[src/rtl/alu_mdu_controller.sv]
// EX-stage ALU controller with an iterative multiply/divide unit.
// The ALU control code is decoded combinationally from {ALUOp, func}.
// MULT/MULTU/DIV/DIVU iterate one bit per cycle for WIDTH cycles and then
// write HI/LO. MFHI/MFLO read HI/LO. Any MDU-dependent instruction that
// arrives while the unit is iterating stalls the front of the pipe.
module alu_mdu_controller #(
    parameter int WIDTH = 32
) (
    input  logic             clk,
    input  logic             rst,
    input  logic             in_valid,
    input  logic [1:0]       ALUOp,
    input  logic [5:0]       func,
    input  logic [WIDTH-1:0] a,
    input  logic [WIDTH-1:0] b,
    output logic [2:0]       Q,
    output logic             illegal,
    output logic             sel_mdu,
    output logic [WIDTH-1:0] mdu_out,
    output logic             stall,
    output logic             busy,
    output logic             done,
    output logic [WIDTH-1:0] hi,
    output logic [WIDTH-1:0] lo
);

    localparam int CW = $clog2(WIDTH) + 1;

    typedef enum logic [1:0] {S_IDLE, S_MUL, S_DIV} state_t;

    state_t             state_q, state_d;
    logic [CW-1:0]      cnt_q;
    logic [2*WIDTH-1:0] p_q;      // mul: {partial, multiplier}; div: {remainder, quotient}
    logic [WIDTH-1:0]   m_q;      // mul: multiplicand magnitude; div: divisor magnitude
    logic               negq_q;   // negate product / quotient at the end
    logic               negr_q;   // negate remainder (dividend was negative)
    logic               dz_q;     // divide by zero
    logic               busy_q, done_q;
    logic [WIDTH-1:0]   hi_q, lo_q;

    logic is_md, is_mfhi, is_mflo, md_signed, md_div;
    logic accept, step, last;

    // Decode {ALUOp, func} into ALU control and MDU operation class
    always_comb begin
        Q         = 3'b010;
        illegal   = 1'b0;
        is_md     = 1'b0;
        is_mfhi   = 1'b0;
        is_mflo   = 1'b0;
        md_signed = 1'b0;
        md_div    = 1'b0;
        case (ALUOp)
            2'b00: Q = 3'b010;
            2'b01: Q = 3'b011;
            2'b11: Q = 3'b000;
            default: begin
                case (func)
                    6'b100100: Q = 3'b000;
                    6'b100101: Q = 3'b001;
                    6'b100000: Q = 3'b010;
                    6'b100010: Q = 3'b011;
                    6'b101010: Q = 3'b111;
                    6'b011000: begin is_md = 1'b1; md_signed = 1'b1; end
                    6'b011001: begin is_md = 1'b1; end
                    6'b011010: begin is_md = 1'b1; md_signed = 1'b1; md_div = 1'b1; end
                    6'b011011: begin is_md = 1'b1; md_div = 1'b1; end
                    6'b010000: is_mfhi = 1'b1;
                    6'b010010: is_mflo = 1'b1;
                    default:   illegal = 1'b1;
                endcase
            end
        endcase
    end

    // Hazard handling and HI/LO read port
    always_comb begin
        stall   = in_valid & (is_md | is_mfhi | is_mflo) & busy_q;
        sel_mdu = in_valid & (is_mfhi | is_mflo) & ~stall;
        mdu_out = is_mfhi ? hi_q : (is_mflo ? lo_q : '0);
    end

    // FSM state register
    always_ff @(posedge clk) begin
        if (rst) state_q <= S_IDLE;
        else     state_q <= state_d;
    end

    // FSM next state: leave IDLE on an accepted op, return after the last bit
    always_comb begin
        state_d = state_q;
        case (state_q)
            S_IDLE:  if (in_valid & is_md) state_d = md_div ? S_DIV : S_MUL;
            S_MUL,
            S_DIV:   if (cnt_q == CW'(1)) state_d = S_IDLE;
            default: state_d = S_IDLE;
        endcase
    end

    // FSM outputs: accept, iterate, final iteration
    always_comb begin
        accept = (state_q == S_IDLE) & in_valid & is_md;
        step   = (state_q != S_IDLE);
        last   = step & (cnt_q == CW'(1));
    end

    // One-bit-per-cycle datapath: shift-add multiply, restoring divide
    logic [WIDTH:0]     mul_sum, div_sh, div_diff;
    logic [2*WIDTH-1:0] mul_p, div_p, prod;
    logic [WIDTH-1:0]   quo, rem, hi_d, lo_d;
    logic               sa, sb;
    logic [WIDTH-1:0]   abs_a, abs_b;

    always_comb begin
        mul_sum  = {1'b0, p_q[2*WIDTH-1:WIDTH]} + (p_q[0] ? {1'b0, m_q} : '0);
        mul_p    = {mul_sum, p_q[WIDTH-1:1]};
        div_sh   = {p_q[2*WIDTH-1:WIDTH], p_q[WIDTH-1]};
        div_diff = div_sh - {1'b0, m_q};
        div_p    = div_diff[WIDTH] ? {div_sh[WIDTH-1:0], p_q[WIDTH-2:0], 1'b0}
                                   : {div_diff[WIDTH-1:0], p_q[WIDTH-2:0], 1'b1};
        prod     = negq_q ? -mul_p : mul_p;
        quo      = div_p[WIDTH-1:0];
        rem      = div_p[2*WIDTH-1:WIDTH];
        if (state_q == S_DIV) begin
            // With a zero divisor the remainder ends up as |a|; restoring its
            // sign yields a unchanged, while the quotient is forced to all ones.
            lo_d = dz_q ? '1 : (negq_q ? -quo : quo);
            hi_d = negr_q ? -rem : rem;
        end else begin
            lo_d = prod[WIDTH-1:0];
            hi_d = prod[2*WIDTH-1:WIDTH];
        end
        sa    = md_signed & a[WIDTH-1];
        sb    = md_signed & b[WIDTH-1];
        abs_a = sa ? -a : a;
        abs_b = sb ? -b : b;
    end

    // Operand capture, iteration and HI/LO writeback
    always_ff @(posedge clk) begin
        if (rst) begin
            cnt_q  <= '0;
            p_q    <= '0;
            m_q    <= '0;
            negq_q <= 1'b0;
            negr_q <= 1'b0;
            dz_q   <= 1'b0;
            busy_q <= 1'b0;
            done_q <= 1'b0;
            hi_q   <= '0;
            lo_q   <= '0;
        end else begin
            busy_q <= (state_d != S_IDLE);
            done_q <= last;
            if (accept) begin
                cnt_q  <= CW'(WIDTH);
                p_q    <= {{WIDTH{1'b0}}, md_div ? abs_a : abs_b};
                m_q    <= md_div ? abs_b : abs_a;
                negq_q <= sa ^ sb;
                negr_q <= sa;
                dz_q   <= (b == '0);
            end else if (step) begin
                cnt_q <= cnt_q - CW'(1);
                p_q   <= (state_q == S_DIV) ? div_p : mul_p;
                if (last) begin
                    hi_q <= hi_d;
                    lo_q <= lo_d;
                end
            end
        end
    end

    assign busy = busy_q;
    assign done = done_q;
    assign hi   = hi_q;
    assign lo   = lo_q;

endmodule

[config.mk]
export PLATFORM = sky130hd
export DESIGN_NAME = alu_mdu_controller
export DESIGN_NICKNAME = d
export VERILOG_FILES = /design/src/rtl/alu_mdu_controller.sv
export SDC_FILE = /design/constraint.sdc
export NUM_CORES = 1
export LEC_CHECK = 0
export CAP_MARGIN = 30
export CORE_MARGIN = 3
export CORE_UTILIZATION = 59
export CTS_BUF_LIST = sky130_fd_sc_hd__clkbuf_4 sky130_fd_sc_hd__clkbuf_8 sky130_fd_sc_hd__clkbuf_16
export DETAILED_ROUTE_END_ITERATION = 8
export PLACE_DENSITY = 0.83
export SKIP_CTS_REPAIR_TIMING = 1
export SYNTH_ARGS = -nofsm -noshare
export SYNTH_HDL_FRONTEND = slang
export SYNTH_SLANG_ARGS = --single-unit
[constraint.sdc]
create_clock -name clk -period 6.76 [get_ports clk]
set_clock_uncertainty 0.1 [all_clocks]
set_input_delay 1.014 -clock clk [delete_from_list [all_inputs] [get_ports clk]]
set_output_delay 1.014 -clock clk [all_outputs]
set_load 0.1 [all_outputs]
### Yosys cells after proc, flatten, opt, wreduce, memory -nomap -nowiden

Index checks and enable logic that the tools add are counted.

| word-level totals | value |
|---|---|
| bits in registers | 173 |
| input port bits | 75 |
| output and inout port bits | 104 |
| logic and storage cells | 104 |

| cells by class | value |
|---|---|
| $add $sub $neg | 8 |
| equal/unequal tests | 16 |
| multiplexer cells | 37 |
| bitwise gates (word level) | 16 |
| reduce and logical (&&, ||, !) cells | 14 |

Operator list:

| kind | number |
|---|---|
| two-way mux 32 bit | 14 |
| two-way mux 64 bit | 3 |
| negator 32 bit | 4 |
| negator 64 bit | 1 |
| == test 6 x 5 -> 1 bit (second input constant) | 6 |
| adder 32 x 32 -> 33 bit | 1 |
| subtractor 33 x 32 -> 33 bit | 1 |
| logical NOT 32 bit | 1 |
| == test 6 bit (second input constant) | 5 |
| two-way mux 1 bit | 12 |
| two-way mux 6 bit | 2 |
| one-hot mux 3 bit (4 select lines) | 1 |
| OR reduction 11 bit | 1 |
| AND 1 bit | 10 |
| one-hot mux 3 bit (3 select lines) | 1 |
| OR reduction 2 bit | 4 |
| == test 6 x 1 -> 1 bit (second input constant) | 1 |
| two-way mux 2 bit | 3 |
| nonzero test 2 bit | 3 |
| subtractor 6 x 1 -> 6 bit (second input constant) | 1 |
| == test 2 x 1 -> 1 bit (second input constant) | 2 |
| == test 2 bit (second input constant) | 2 |
| logical NOT 2 bit | 2 |
| one-hot mux 2 bit (2 select lines) | 1 |
| other kinds (6) | 9 |

### Logic depth before layout (Yosys ltp)

Gate-level depths: netlist of run 1.

| logic depth | value |
|---|---|
| depth after elaboration | 10 |
| gate-level depth with buffers | 25 |
| gate-level depth less buffers | 22 |

### Worst setup path before layout of run 1

No wires, ideal clock.

| timing path | value |
|---|---|
| path kind | reg2reg |
| start | register p_q[31] |
| end | register hi_q[30] (netlist: hi[30]) |
| library setup time | 0.070 ns |
| arrival | 5.526 ns |
| required time | 6.590 ns |
| setup slack | 1.064 ns |
| cell stages (with the launch flop) | 24 |
| clock period less this slack | 5.696 ns |
| cell sequence | dfxtp_1 -> inv_1 -> ha_1 -> inv_1 -> fa_1 -> a211oi_1 -> nor3_1 -> o21ai_0 -> a21oi_1 -> a211oi_2 -> clkbuf_1 -> buf_2 -> buf_1 -> mux2i_1 -> ha_1 -> nand2_1 -> or3_1 -> nor2_1 -> a41oi_1 -> or3_1 -> nor3b_1 -> mux2i_1 -> o211ai_1 -> a21oi_1 |

| between the ends | value |
|---|---|
| word-level cells in the longest chain between the ends | 5 |
| elaborated cells on any way between the ends | 7 |
| classes of those cells | 3 x add/sub; 4 x mux |

Ends and longest elaborated chain:

| what | RTL line | text |
|---|---|---|
| start, declared | 33 | `logic [2*WIDTH-1:0] p_q;` |
| start signal, assigned | 157 | `p_q <= {{WIDTH{1'b0}}, md_div ? abs_a : abs_b};` |
| start signal, assigned | 164 | `p_q <= (state_q == S_DIV) ? div_p : mul_p;` |
| subtractor 33 x 32 -> 33 bit | 118 | `div_diff = div_sh - {1'b0, m_q};` |
| two-way mux 64 bit | 119 | `div_p = div_diff[WIDTH] ? {div_sh[WIDTH-1:0], p_q[WIDTH-2:0], 1'b0}` |
| negator 32 bit | 128 | `hi_d = negr_q ? -rem : rem;` |
| two-way mux 32 bit | 128 |  |
| two-way mux 32 bit (*) | 124 | `if (state_q == S_DIV) begin` |
| end signal, assigned | 166 | `hi_q <= hi_d;` |
| end, declared | 39 | `logic [WIDTH-1:0] hi_q, lo_q;` |

Mark *: on every way between the ends. The rest lies on a longest branch, timed or not.
A chain may end at the register's enable or synchronous reset.

### Worst setup path in the final report of run 1

| timing path | value |
|---|---|
| start | register p_q[31] |
| end | register hi_q[31] (netlist: hi[31]) |

Same word-level chain as after synthesis.

==> run summary, run 1 <==
The longest clock path from root to sink contains 2 buffers. After synthesis the cells add up to 17,200 um^2. The die is 177 um tall. The clock period minus final worst setup slack came out at 5790 ps. Clock tree synthesis selected as its root buffer the cell sky130_fd_sc_hd__clkbuf_16. The path with the worst hold slack has its endpoint at m_q[28]. The cell type contributing the most total cell area after synthesis was sky130_fd_sc_hd__dfxtp_1. For this run, the top clock speed supported by timing is 0.173 GHz.

In this run the critical register-to-register path is launched from p_q[31]. The die covers 31,200 um^2. Source of the worst hold timing path: m_q[28].

Yosys attributes the largest share of cell area to sky130_fd_sc_hd__dfxtp_1, sky130_fd_sc_hd__nor2_1, sky130_fd_sc_hd__a21oi_1, sky130_fd_sc_hd__a211oi_1, sky130_fd_sc_hd__nand2_1. The initial cell density of the core was 0.608. The run finished with clean final reports. STA puts the critical path data required time at 6990 ps. The worst path meets setup with 971 ps of slack. The net count of the finished layout is 2,686.

The netlist uses 84 different library cells. Timing analysis after detailed placement gives a worst setup slack of 1130 ps. The maximum net fanout on the critical path is 47. The cell total after placement came out at 2,894.

In this design, the stage delay of the slowest critical-path cell is 610 ps. The async set-reset flop share out of synthesis was 0; the number of DRC markers after the initial detailed-route iteration was 2,910. The number of instances on the worst hold path came out at 2. After global routing the overflow that remains totals 0. The number of core rows came out at 61. TritonCTS built the clock tree. After detailed routing, the number of vias per cell comes to 6.81.

Traced cell by cell, the critical path runs through inv_1, ha_1, inv_1, fa_1, a211oi_1, nor3_1, o21ai_0, a21oi_1, a211oi_4, buf_4, inv_2, nor3_1, a31oi_1, or2_1, or4b_1, o31a_1, xnor2_1, a21oi_1. The worst register-to-register path ends at hi[31]. The smallest hold slack is 357 ps. The logs give 0 for the number of nets still failing antenna checks after routing and 1.11 for the global placement routability congestion.

The detailed-route wire length per cell is 22.0 um, and the total power draw is 2.64 mW. Setup violations remaining at the end of the flow were counted as 0. The global-route usage over all layers is 0.400.

The first global-routing pass estimated 100,000 um of wire. Buffers placed on the I/O ports in this run total 178. Wires add up to 64,300 um.

In this run the register-to-register setup slack is 970 ps. The hold violation total from the final report is 0. The total nets after synthesis is 2,636, and the fraction of the cycle the final worst path needs is 0.856. The number of buffers and inverters on the critical path is 4. Number of standard cells in the final layout excluding fillers: 2,927. The clock input transition at the sequential cells of the worst setup and hold paths is 80 ps, and the final count of pins violating max slew is 0. The clock latency reported for the late side of the worst-skew pair was 450 ps. 179 I/O pins were placed. The clock tree synthesis step divided the H-tree into 4 levels. The sequential cell area fraction in the yosys report was 0.202. The library cell used most frequently in the layout, excluding fill and tap cells, is sky130_fd_sc_hd__nor2_1. The start-to-end type of the worst setup path was flop to flop. The detailed-routing iteration count for the pre-antenna-repair pass is 6, and the number of synthesized register bits is 173.

For the pin with the worst max-slew slack, the measured transition is 1080 ps. Detailed placement finished with a half-perimeter wire length of 49,600 um. The routed layout has 19,900 vias. The fraction of layout instances using a drive strength above 1 works out to 0.0542. The logs give 0.276 for the worst relative slew slack and 19,600 um^2 for the cell area after layout. In this run the cell area measured after placement is 19,000 um^2.

The area growth from synthesis to layout is 13.9%. Max-cap violations in this run came to 0. The tools report the peak ir drop on the vdd network as 0.127 mV.

Kind of cell adding the most delay to the critical path: compound AO/OA/AOI/OAI gates. The die extent in x is 177 um. STA classifies the critical path endpoint as a flop. The tools report the number of buffers inserted during clock tree synthesis as 17.

After technology mapping, the gate count stands at 2,485. Setup repair after global routing left no endpoint under its margin. Yosys printed 0 warnings. STA classifies the critical path startpoint as a flop. Path category of the worst min-delay check: flop to flop.

The share of Yosys cell area claimed by the top area cell type was 0.202; the final core area utilization was 0.693. The length in cells of the worst reg-to-reg path works out to 18. The leakage power came out at 7.51 nW. The most used flip-flop cell after synthesis is sky130_fd_sc_hd__dfxtp_1.

The slowest stage of the critical path belongs to the cell sky130_fd_sc_hd__or4b_1. For this run, design rule violations remaining after detail routing come to 0. Counting flops with a built-in enable in the synthesized netlist gives 0. The library cells used most frequently in the layout, excluding fill and tap cells, are sky130_fd_sc_hd__nor2_1, sky130_fd_sc_hd__nand2_1, sky130_fd_sc_hd__a21oi_1.

The sum of negative setup slack was 0 ps. The number of clock sinks is 173. Number of global-route vias before repair: 18,100.

The initial antenna violation count is 0, and the mean instance size in the synthesized netlist is 6.91 um^2. Entering global routing, the biggest net connects 80 pins. The arrival time at the worst endpoint is 6020 ps. The total area inside the core boundary comes to 28,200 um^2. In this run the power density over the cells is 135 nW/um^2.
==> logic make-up after synthesis <==
group           share of synthesized area
compound gates                      0.305
xor+xnor                            0.102
fa+ha+maj                          0.0562
buf+inv                            0.0545
flops                               0.202
mux                                0.0245
simple gates                        0.256
==> state kept, by name, summed over array words and instances, names as in the netlist <==
name     cells
p_q         64
hi          32
lo          32
m_q         32
cnt_q        6
state_q      2
busy         1
done         1
dz_q         1
negq_q       1
negr_q       1
==> power breakdown <==
part           switching, mW  internal, mW  leakage (nW)
clock network          0.499         0.539         0.287
logic                  0.366         0.206          5.83
registers            0.00876          1.02          1.39
total                  0.874          1.77          7.51
==> synth_stat cells (10+ instances only) <==
cell and number:
sky130_fd_sc_hd__xor2_1 87, sky130_fd_sc_hd__a22o_1 34, sky130_fd_sc_hd__o21a_1 17, sky130_fd_sc_hd__o211ai_1 42
sky130_fd_sc_hd__a311oi_1 10, sky130_fd_sc_hd__nor3b_1 11, sky130_fd_sc_hd__a21o_1 15, sky130_fd_sc_hd__a31oi_1 14
sky130_fd_sc_hd__o21ai_0 140, sky130_fd_sc_hd__nand3_1 41, sky130_fd_sc_hd__nor4_1 18, sky130_fd_sc_hd__o31ai_1 30
sky130_fd_sc_hd__mux2i_1 33, sky130_fd_sc_hd__clkbuf_1 148, sky130_fd_sc_hd__and3_1 15, sky130_fd_sc_hd__nor2_1 341
sky130_fd_sc_hd__and2_1 26, sky130_fd_sc_hd__dfxtp_1 173, sky130_fd_sc_hd__a211oi_1 141, sky130_fd_sc_hd__nand4_1 23
sky130_fd_sc_hd__nand2b_1 16, sky130_fd_sc_hd__xnor2_1 114, sky130_fd_sc_hd__ha_1 74, sky130_fd_sc_hd__buf_1 19
sky130_fd_sc_hd__a21oi_1 231, sky130_fd_sc_hd__or4_1 16, sky130_fd_sc_hd__or3_1 27, sky130_fd_sc_hd__o41ai_1 12
sky130_fd_sc_hd__or2_2 13, sky130_fd_sc_hd__inv_1 75, sky130_fd_sc_hd__nor2b_1 26, sky130_fd_sc_hd__o221ai_1 12
sky130_fd_sc_hd__nand2_1 278, sky130_fd_sc_hd__nor3_1 69
==> cell type report <==
| class | count | area [um^2] |
|---|---|---|
| Clock buffer | 19 | 447 |
| Timing Repair Buffer | 201 | 1900 |
| Inverter | 77 | 289 |
| Multi-Input combinational cell | 2065 | 12800 |
| Tap cell | 378 | 473 |
| Sequential cell | 173 | 3460 |
| Antenna cell | 1 | 2.50 |
| Clock inverter | 13 | 148 |
| Fill cell | 2427 | 8670 |
==> routing by layer <==
layer	global-route usage	vias to the layer above	share of wire
li1	-	9115	-
met1	0.546	9166	0.39
met2	0.601	1436	0.42
met3	0.102	226	0.13
met4	0.166	0	0.050
met5	0	-	0
==> worst max path at each step <==
| stage | startpoint | endpoint | slack (ps) | depth (start not counted) |
|---|---|---|---|---|
| 2_1_floorplan | p_q[31] | hi[30] | 1060 | 23 |
| 3_3_place_gp | p_q[31] | hi[31] | 1320 | 18 |
| 3_5_place_dp | p_q[31] | hi[31] | 1130 | 18 |
| 4_1_cts | p_q[31] | hi[31] | 1130 | 18 |
| 5_1_grt | p_q[31] | hi[31] | 530 | 18 |
| 6_report | p_q[31] | hi[31] | 970 | 18 |
==> worst reg2reg max path, cell delays in order, from the launching register on <==
cell	delay (ps)
sky130_fd_sc_hd__dfxtp_1	390
sky130_fd_sc_hd__inv_1	140
sky130_fd_sc_hd__ha_1	200
sky130_fd_sc_hd__inv_1	60
sky130_fd_sc_hd__fa_1	420
sky130_fd_sc_hd__a211oi_1	340
sky130_fd_sc_hd__nor3_1	170
sky130_fd_sc_hd__o21ai_0	270
sky130_fd_sc_hd__a21oi_1	160
sky130_fd_sc_hd__a211oi_4	410
sky130_fd_sc_hd__buf_4	550
sky130_fd_sc_hd__inv_2	440
sky130_fd_sc_hd__nor3_1	360
sky130_fd_sc_hd__a31oi_1	190
sky130_fd_sc_hd__or2_1	360
sky130_fd_sc_hd__or4b_1	610
sky130_fd_sc_hd__o31a_1	280
sky130_fd_sc_hd__xnor2_1	140
sky130_fd_sc_hd__a21oi_1	80
Note: power is estimated with default switching activity, not from simulation.
==> run 2: changes to the inputs <==
Clock period 6.76 ns to 5.7 ns, I/O delays scaled along.
==> run 2 against run 1 <==
  * Utilization increased by 0.67 points
  * Sequential power increased by 18%
  * Fmax increased by 8.1%
  * First-iteration DRC count decreased by 9.2%
  * Critical endpoint is now hi[22]
  * Highest routed layer is now met5
==> run summary, run 2 (synthesis gave the netlist of run 1 again) <==
For the area used by sequential logic in the layout, the log shows 3460 um^2. The repair_antennas step left the layout with diodes totalling 0. Leaving out fill and tap cells, the most frequent cell in the layout is sky130_fd_sc_hd__nor2_1. Of all nets on the critical path, the largest fanout is 11.

For this design the static power due to leakage is 7.62 nW. Measured along the y axis, the die boundary spans 177 um. The worst relative slew slack is 0.287, and the max capacitance violation total is 0. Layer carrying the most global-route usage: met2. The number of clock sinks is 173. Start-to-end type of the worst setup path: flop to flop.

The total wirelength of the detailed-routed design is 65,500 um, and the number of core rows is 61. Routability-driven placement finished with a final weighted congestion of 0.995. The routed layout has 19,900 vias.

The met2 track utilization from global routing was 0.592; the biggest cell delay along the critical path was 690 ps. The logs give 0 for the hold violation total from the final report and 0.0822 for the global-route track usage on met3. Together, buffers and inverters on the worst path number 2. For this design the top-level I/O count stands at 179.

After routing the design area is 19,800 um^2. Using the TritonRoute via totals, the vias-per-cell ratio works out to 6.75. The final core area utilization is 0.700. The tools report the level count of the clock H-tree as 4. The minimum setup slack among reg-to-reg paths came out at 350 ps.

On the critical path, the stage with the largest delay is an instance of sky130_fd_sc_hd__or4_1. Setup slack on the critical path of the routed design comes to 345 ps. The tree is rooted in a sky130_fd_sc_hd__clkbuf_16. The first global-routing pass estimated 100,000 um of wire.

For the clock latency reported for the late side of the worst-skew pair, the log shows 450 ps. TritonCTS built the clock tree. After global routing the overflow that remains totals 0. The pre-antenna-repair detailed-routing pass consisted of 8 iterations.

The fraction of layout instances using a drive strength above 1 is 0.0650, and the port buffer count is 178. For the worst setup path, the data arrival time is 5570 ps. Clock period minus final worst setup slack: 5350 ps. Counting the fill cells in the layout gives 2,450.

The tools report the smallest hold slack as 359 ps. The logs give 2,916 for the cell total after placement and 3.18 mW for the total power draw. The pin count of the biggest net entering global routing is 74.

The worst setup path is launched from a flop. The actual slew at the worst max-slew pin came out at 1070 ps. Critical path endpoint category: a flop. For the number of DRC markers after the initial detailed-route iteration, the log shows 2,643.

The power density over cell area works out to 161 nW/um^2. The run gives 0.404 as the global-route usage over all layers. The largest register by flop count is p_q.

Kind of cell adding the most delay to the critical path: compound AO/OA/AOI/OAI gates. For the initial cell density of the core, the log shows 0.608. From synthesis to final layout, the design area changed by 15.0%.

The fraction of the cycle the final worst path needs was 0.939. In this run, CTS created clock tree buffers numbering 17. The placed instances occupy a cell area of 19,100 um^2. Summed over all failing endpoints, the final setup total negative slack is 0 ps.

Dividing the detail-routed wire length by the instance count gives 22.2 um. The run finished with clean final reports. Walking the worst path, the cells encountered are clkinv_1, nor2_1, ha_1, a21o_1, a221oi_2, o31a_1, o211ai_1, buf_4, xnor2_1, nand4_1, or4_1, o21ai_0, xnor2_1, o21ai_0, a21oi_1, nor3_1. The floorplan step set the die width to 177 um. The maximum clock frequency is 0.187 GHz, and the number of instances on the worst hold path is 2. The number of global-route vias before repair was 17,500; the final number of setup-violating endpoints was 0.

Timing analysis after detailed placement gives a worst setup slack of 233 ps. After clock tree synthesis, the clock-pin slew on the worst setup and hold paths is 80 ps. Once detailed placement completed, the half-perimeter wirelength came to 50,900 um. In the routed design, unresolved DRC markers number 0. The worst register-to-register path has a depth of 16. For the met1 layer usage reported by global route, the log shows 0.581. For the peak ir drop on the vdd network, the log shows 0.181 mV. No sink is reached through more buffers than the 2 on the longest clock path. The register with the most flip-flops in the layout has 64 of them. Number of standard cells in the final layout excluding fillers: 2,949. The region available for standard cell placement spans 28,200 um^2.

The critical path crosses 16 cells after its start point. The min-delay analysis places its worst path in the category flop to flop. The top cell types in the final layout, fill and taps aside, are sky130_fd_sc_hd__nor2_1, sky130_fd_sc_hd__nand2_1, sky130_fd_sc_hd__a21oi_1. For the number of nets still failing antenna checks after routing, the log shows 0.

At the worst endpoint, the required time is 5910 ps. Summing all multi-input logic gate instances after layout gives 12,900 um^2. The initial antenna violation count was 0; the net total in the final layout was 2,709. The final count of pins violating max slew is 0, and the die area is 31,200 um^2.
## run 2: final timing paths
path	from	endpoint
setup / recovery	p_q[0]	hi[22]
hold reg to reg	m_q[8]	m_q[8]
hold / removal	m_q[8]	m_q[8]
setup reg to reg	p_q[0]	hi[22]
## run 2: final cells by class
class | instances | area share
inverter | 77 | 0.0146
tap | 378 | 0.0239
sequential | 173 | 0.175
multi-input combinational | 2065 | 0.652
clock buffer | 18 | 0.0222
clock inverter | 14 | 0.00874
timing repair buffer | 224 | 0.103
## run 2: where the power goes
group	internal, mW	switching [mW]	total (mW)	leakage [nW]
combinational	0.257	0.453	0.710	5.93
clock	0.641	0.608	1.25	0.296
sequential	1.21	0.0106	1.22	1.39
total	2.11	1.07	3.18	7.62
## run 2: routing by layer
metal	part of all wire	vias to the layer above	routed length [um]
li1	-	9175	-
met2	0.41	1363	27100
met3	0.13	166	8270
met5	0.0012	-	76
met1	0.42	9211	27300
met4	0.041	2	2660
## run 2: worst register-to-register path, cell delays in order (launching register included)
cell and delay (ps):
sky130_fd_sc_hd__dfxtp_1 440, sky130_fd_sc_hd__clkinv_1 340, sky130_fd_sc_hd__nor2_1 190, sky130_fd_sc_hd__ha_1 320, sky130_fd_sc_hd__a21o_1 240, sky130_fd_sc_hd__a221oi_2 620, sky130_fd_sc_hd__o31a_1 300, sky130_fd_sc_hd__o211ai_1 250
sky130_fd_sc_hd__buf_4 250, sky130_fd_sc_hd__xnor2_1 370, sky130_fd_sc_hd__nand4_1 340, sky130_fd_sc_hd__or4_1 690, sky130_fd_sc_hd__o21ai_0 250, sky130_fd_sc_hd__xnor2_1 160, sky130_fd_sc_hd__o21ai_0 120, sky130_fd_sc_hd__a21oi_1 170
sky130_fd_sc_hd__nor3_1 70
